### config.mk
export PLATFORM = sky130hd
export DESIGN_NAME = register_file_mp
export DESIGN_NICKNAME = d
export VERILOG_FILES = /design/src/rtl/regfile_pkg.sv /design/src/rtl/regfile_clear_fsm.sv /design/src/rtl/register_file_mp.sv
export SDC_FILE = /design/constraint.sdc
export NUM_CORES = 2
export LEC_CHECK = 0
export CORE_ASPECT_RATIO = 0.8
export CORE_MARGIN = 2
export CORE_UTILIZATION = 48
export CTS_CLUSTER_SIZE = 16
export DETAILED_ROUTE_END_ITERATION = 10
export SKIP_CTS_REPAIR_TIMING = 1
export SYNTH_ARGS = -nofsm -noshare
export SYNTH_HDL_FRONTEND = slang
export SYNTH_SLANG_ARGS = --single-unit
### constraint.sdc
create_clock -name clk -period 51.7 [get_ports clk]
set_input_delay 12.925 -clock clk [delete_from_list [all_inputs] [get_ports clk]]
set_output_delay 12.925 -clock clk [all_outputs]
set_load 0.03 [all_outputs]
### src/rtl/regfile_pkg.sv
// Shared types and default sizes for the multi-port register file and its clear sweeper.
package regfile_pkg;

  localparam int DEF_DATA_W = 32;
  localparam int DEF_ADDR_W = 5;

  typedef enum logic [1:0] {
    IDLE  = 2'd0,
    SWEEP = 2'd1,
    DONE  = 2'd2
  } clrState_t;

endpackage

### src/rtl/regfile_clear_fsm.sv
// Clear sweeper: walks idx over every register while busy, then pulses done for one cycle.
module regfile_clear_fsm
  import regfile_pkg::*;
#(
  parameter int ADDR_W = DEF_ADDR_W
) (
  input  logic              clk,
  input  logic              rst,
  input  logic              clrReq,
  output logic              clrBusy,
  output logic              clrDone,
  output logic [ADDR_W-1:0] idx
);

  localparam logic [ADDR_W-1:0] LAST_IDX = '1;

  clrState_t state;

  // Outputs are registered alongside state so busy/done always match the state decode.
  always_ff @(posedge clk or posedge rst) begin
    if (rst) begin
      state   <= IDLE;
      idx     <= '0;
      clrBusy <= 1'b0;
      clrDone <= 1'b0;
    end else begin
      case (state)
        IDLE: begin
          if (clrReq) begin
            state   <= SWEEP;
            idx     <= '0;
            clrBusy <= 1'b1;
          end
        end
        SWEEP: begin
          if (idx == LAST_IDX) begin
            state   <= DONE;
            clrBusy <= 1'b0;
            clrDone <= 1'b1;
          end else begin
            idx <= idx + 1'b1;
          end
        end
        DONE: begin
          state   <= IDLE;
          clrDone <= 1'b0;
        end
        default: begin
          state   <= IDLE;
          clrBusy <= 1'b0;
          clrDone <= 1'b0;
        end
      endcase
    end
  end

endmodule

### src/rtl/register_file_mp.sv
// Two-read/one-write register file with byte enables and a sweep clear.
// Optional macro REGFILE_BYPASS_EN forwards same-cycle write data to the read ports.
module register_file_mp
  import regfile_pkg::*;
#(
  parameter int DATA_W   = DEF_DATA_W,
  parameter int ADDR_W   = DEF_ADDR_W,
  parameter int ZERO_REG = 1
) (
  input  logic                clk,
  input  logic                rst,
  input  logic                wr_en,
  input  logic [ADDR_W-1:0]   wr_addr,
  input  logic [DATA_W-1:0]   wr_data,
  input  logic [DATA_W/8-1:0] wr_be,
  output logic                wr_ready,
  input  logic [ADDR_W-1:0]   rd_addr1,
  input  logic [ADDR_W-1:0]   rd_addr2,
  output logic [DATA_W-1:0]   rd_data1,
  output logic [DATA_W-1:0]   rd_data2,
  input  logic                clr_req,
  output logic                clr_busy,
  output logic                clr_done
);

  localparam int DEPTH = 2 ** ADDR_W;
  localparam int BYTES = DATA_W / 8;

  logic [DATA_W-1:0] regs [DEPTH];
  logic [ADDR_W-1:0] clrIdx;
  logic              wrAccept;

  function automatic logic isZeroReg(input logic [ADDR_W-1:0] addr);
    return (ZERO_REG != 0) && (addr == '0);
  endfunction

  function automatic logic [DATA_W-1:0] mergeBytes(
    input logic [DATA_W-1:0] oldVal,
    input logic [DATA_W-1:0] newVal,
    input logic [BYTES-1:0]  be
  );
    logic [DATA_W-1:0] res;
    res = oldVal;
    for (int b = 0; b < BYTES; b++) begin
      if (be[b]) res[b*8 +: 8] = newVal[b*8 +: 8];
    end
    return res;
  endfunction

  function automatic logic [DATA_W-1:0] readPort(input logic [ADDR_W-1:0] addr);
    logic [DATA_W-1:0] val;
    val = isZeroReg(addr) ? '0 : regs[addr];
`ifdef REGFILE_BYPASS_EN
    if (wrAccept && (addr == wr_addr)) val = mergeBytes(regs[addr], wr_data, wr_be);
`endif
    return val;
  endfunction

  regfile_clear_fsm #(
    .ADDR_W (ADDR_W)
  ) uClearFsm (
    .clk     (clk),
    .rst     (rst),
    .clrReq  (clr_req),
    .clrBusy (clr_busy),
    .clrDone (clr_done),
    .idx     (clrIdx)
  );

  assign wr_ready = !clr_busy;
  // Writes to a hardwired zero register are dropped here, so it also never forwards.
  assign wrAccept = wr_en && wr_ready && !isZeroReg(wr_addr);

  // Sweep and write never overlap: writes are only accepted while the sweeper is not busy.
  always_ff @(posedge clk or posedge rst) begin
    if (rst) begin
      for (int i = 0; i < DEPTH; i++) regs[i] <= '0;
    end else begin
      if (clr_busy) regs[clrIdx] <= '0;
      if (wrAccept) regs[wr_addr] <= mergeBytes(regs[wr_addr], wr_data, wr_be);
    end
  end

  always_comb begin
    rd_data1 = readPort(rd_addr1);
    rd_data2 = readPort(rd_addr2);
  end

endmodule

==> reports/summary.txt <==
Die H: 326 um
slowest stage cell, crit path: buf_4
Core Area: 0.129 mm^2
Starting Density: 48.2%
metal2 WL: 115000 um
Distinct cells, synth: 48
clock latency on the worst-skew pair: 770 ps
r2r setup slk: 48000 ps
TritonCTS buffer count: 112
Top FF cell, synth: dfrtp_1
r2r worst-path depth: 6
mux contribution to synthesized area: 31.5%
status: finished clean
final core utilization: 53.3%
Sequential Power Share: 40.7%
crit share post-route: 60.3%
Avg Vias per Cell: 7.95
Crit. Startpoint: rd_addr2[0]
area added between synthesis and finish: 10.7%
synthesized area per cell: 13.3 um^2
CTS max path bufs: 3
Worst path depth: 9
DR top layer: met5
initial antenna violation count: 9
Die Wd: 406 um
number of synthesized register bits: 1033
Final TNS setup: 0 ps
worst slew pin tran: 1310 ps
Final ANT Viol Nets: 0
critical path class: in -> out
end of the critical path: rd_data2[23]
number of enable flip-flop cells after synthesis: 0
Worst path most repeated cell: buf_4
register area: 0.0258 mm^2
Fmax: 32.1 MHz
unrepaired setup endpoints after global routing: false
endpoints failing hold: 0
Critical Path AT: 18260 ps
global-route usage over all layers: 41.2%
Reg2Reg Capture Point: regs[713]
gpl congestion: 0.855
Tmin final: 31190 ps
final setup vio count: 0
Post-DP HPWL: 139000 um
grt total ovfl: 0
CP required: 38780 ps
Async SR Flop Fraction: 100%
synth warn: 0
sw power: 0.000862 W
critical-path cell list: buf_8, buf_4, buf_4, buf_4, mux4_2, mux4_2, inv_1, o21ai_0, clkdlybuf4s50_1
Synth Area in Adders: 0.101%
register area share after synthesis: 41.6%
Largest stage delay, worst path: 940 ps
Nets: 4571
leakage: 29.2 nW
IO buf count: 121
netlist area before placement: 0.0622 mm^2
Routed met3 length: 40100 um
CP Launch Type: primary input
clock sink count: 1033
commonest non-fill, non-tap cell in the layout: dfrtp_1
CTS tree: yes
DIE AREA: 0.133 mm^2
max-cap viol count: 0
Min-Delay Path Depth: 1
peak supply drop: 0.0000306 V
final count of pins violating max slew: 0
area of the multi-input gates: 0.0339 mm^2
first-pass GRT wire length: 385000 um
fraction of layout cells with a size suffix above 1: 24.9%
net count after synthesis: 4750
Synth Area in Simple Gates: 3.98%
combinational share of power: 24.9%
drt wl/cell: 43.2 um
Hold Crit Class: reg -> reg
First-pass DRT Iterations: 6
DRC: 0
Mapped Cells: 4690
drt total wl: 275000 um
complex-gate fraction of the synthesized area: 17.9%
Relative slew margins: 12.3%
largest net degree at the start of global routing: 133
switching share of power: 33.3%
root buf cell: clkbuf_16
crit-path leading delay family: buffers and inverters
Power Internal: 0.00173 W
# rows: 118
Via Count: 50.5k
worst path bufs/invs: 6
main combinational cell family by area after synthesis: multiplexers
Worst Clk Skew: 38.9 ps
I/O Pins: 122
most frequent cells in the layout: 1033 x dfrtp_1, 962 x a22o_1, 647 x mux4_2
Fill cells: 10.8k
clock-pin slew on the worst setup and hold paths: 60 ps
XOR/XNOR Fraction of Synth Area: 0%
endpoint class of the critical path: output pin
Iteration-0 DRC Markers: 7919
routed length on met1: 101000 um
vias in the first global route: 48.6k
CP max FO: 64
# H-tree levels: 3
power share of the clock group: 34.4%
worst r2r src: uClearFsm.clrBusy
Pwr Density: 37.6 mW/mm^2
## layer usage
metal	global-route usage, %	up-vias
li1	-	18600
met1	54.8	26400
met2	56.8	4443
met3	17.2	1085
met4	23.3	12
met5	0.430	-
## final cells by class
type | count | area share (%)
clock inverters | 66 | 1.26
clock buffers | 144 | 4.59
repair buffers | 296 | 3.78
flip-flops and latches | 1033 | 37.6
well taps | 1740 | 3.16
inverters | 72 | 0.403
multi-input cells | 2996 | 49.2
diodes | 11 | 0.0400
## flip-flops by register name, summed over array words and instances, names as in the netlist
signal	count
regs	1024
uClearFsm.clrBusy	1
uClearFsm.clrDone	1
uClearFsm.idx	5
uClearFsm.state	2
## worst reg2reg max path, stage by stage, from the launching register on
cell and delay, ps:
dfrtp_1 540, nand3b_2 620, nor3_2 80, buf_4 460, a21oi_4 1140, buf_4 560, a22o_1 230
## logic make-up (layout without fill, tap and decap cells)
logic type | count (synthesis) | count (layout)
adders and majority gates | 5 | 5
muxes | 1147 | 1147
DFF | 1033 | 1033
other | 0 | 11
buffers and inverters | 661 | 578
AOI/OAI and AO/OA | 1355 | 1355
and+or+nand+nor | 489 | 489
## stage by stage
step	worst slack [ps]	power (W)	hold slack (ps)	cells	instance area, um^2
after floorplan	9700	0.00144	477	4690	62200
after global placement	20380	0.00167	467	6137	64800
after detailed placement	20350	0.00168	478	6137	64800
after CTS	20350	0.00257	492	6347	68800
after global routing	20150	0.00266	518	6347	68800
final	20510	0.00259	487	6358	68800
## cell usage after synthesis, drive strengths merged (2+ instances only)
| cell | n | area, um^2 |
|---|---|---|
| dfrtp | 1033 | 25800 |
| a22o | 962 | 8430 |
| mux4 | 647 | 14600 |
| mux2i | 500 | 5000 |
| clkbuf | 313 | 1180 |
| buf | 276 | 1670 |
| nand2 | 160 | 603 |
| nor2 | 97 | 364 |
| a21oi | 96 | 480 |
| o22ai | 93 | 582 |
| o21ai | 85 | 425 |
| inv | 72 | 270 |
| a22oi | 63 | 473 |
| nand3 | 63 | 315 |
| and2 | 37 | 231 |
| nor2b | 34 | 213 |
| nor3 | 34 | 250 |
| a41oi | 31 | 497 |
| nor4 | 31 | 244 |
| a32o | 19 | 190 |
| nor3b | 6 | 45.0 |
| ha | 5 | 62.6 |
| nand2b | 5 | 31.3 |
| nand4b | 4 | 35.0 |
| or2 | 4 | 25.0 |
| and3 | 3 | 18.8 |
| nand4bb | 3 | 33.8 |
| and3b | 2 | 17.5 |
| nand3b | 2 | 18.8 |
| nand4 | 2 | 12.5 |
| o41ai | 2 | 17.5 |
## worst min path at each step
stage	end	from	slack, ps
after detailed placement	uClearFsm.clrDone	uClearFsm.clrDone	480
after global placement	uClearFsm.clrDone	uClearFsm.clrDone	470
after floorplan	regs[575]	regs[575]	480
after global routing	uClearFsm.clrDone	uClearFsm.clrDone	520
final	uClearFsm.clrDone	uClearFsm.clrDone	490
after CTS	uClearFsm.clrDone	uClearFsm.clrDone	490
## power groups by stage
stage               Sequential, W  Combinational, W  Clock [W]
floorplan                 0.00102          0.000427          0
global placement          0.00105          0.000617          0
detailed placement        0.00106          0.000626          0
CTS                       0.00104          0.000628   0.000896
global route              0.00106          0.000665   0.000931
finish                    0.00105          0.000644   0.000892
Power figures use the tool's default switching activity.
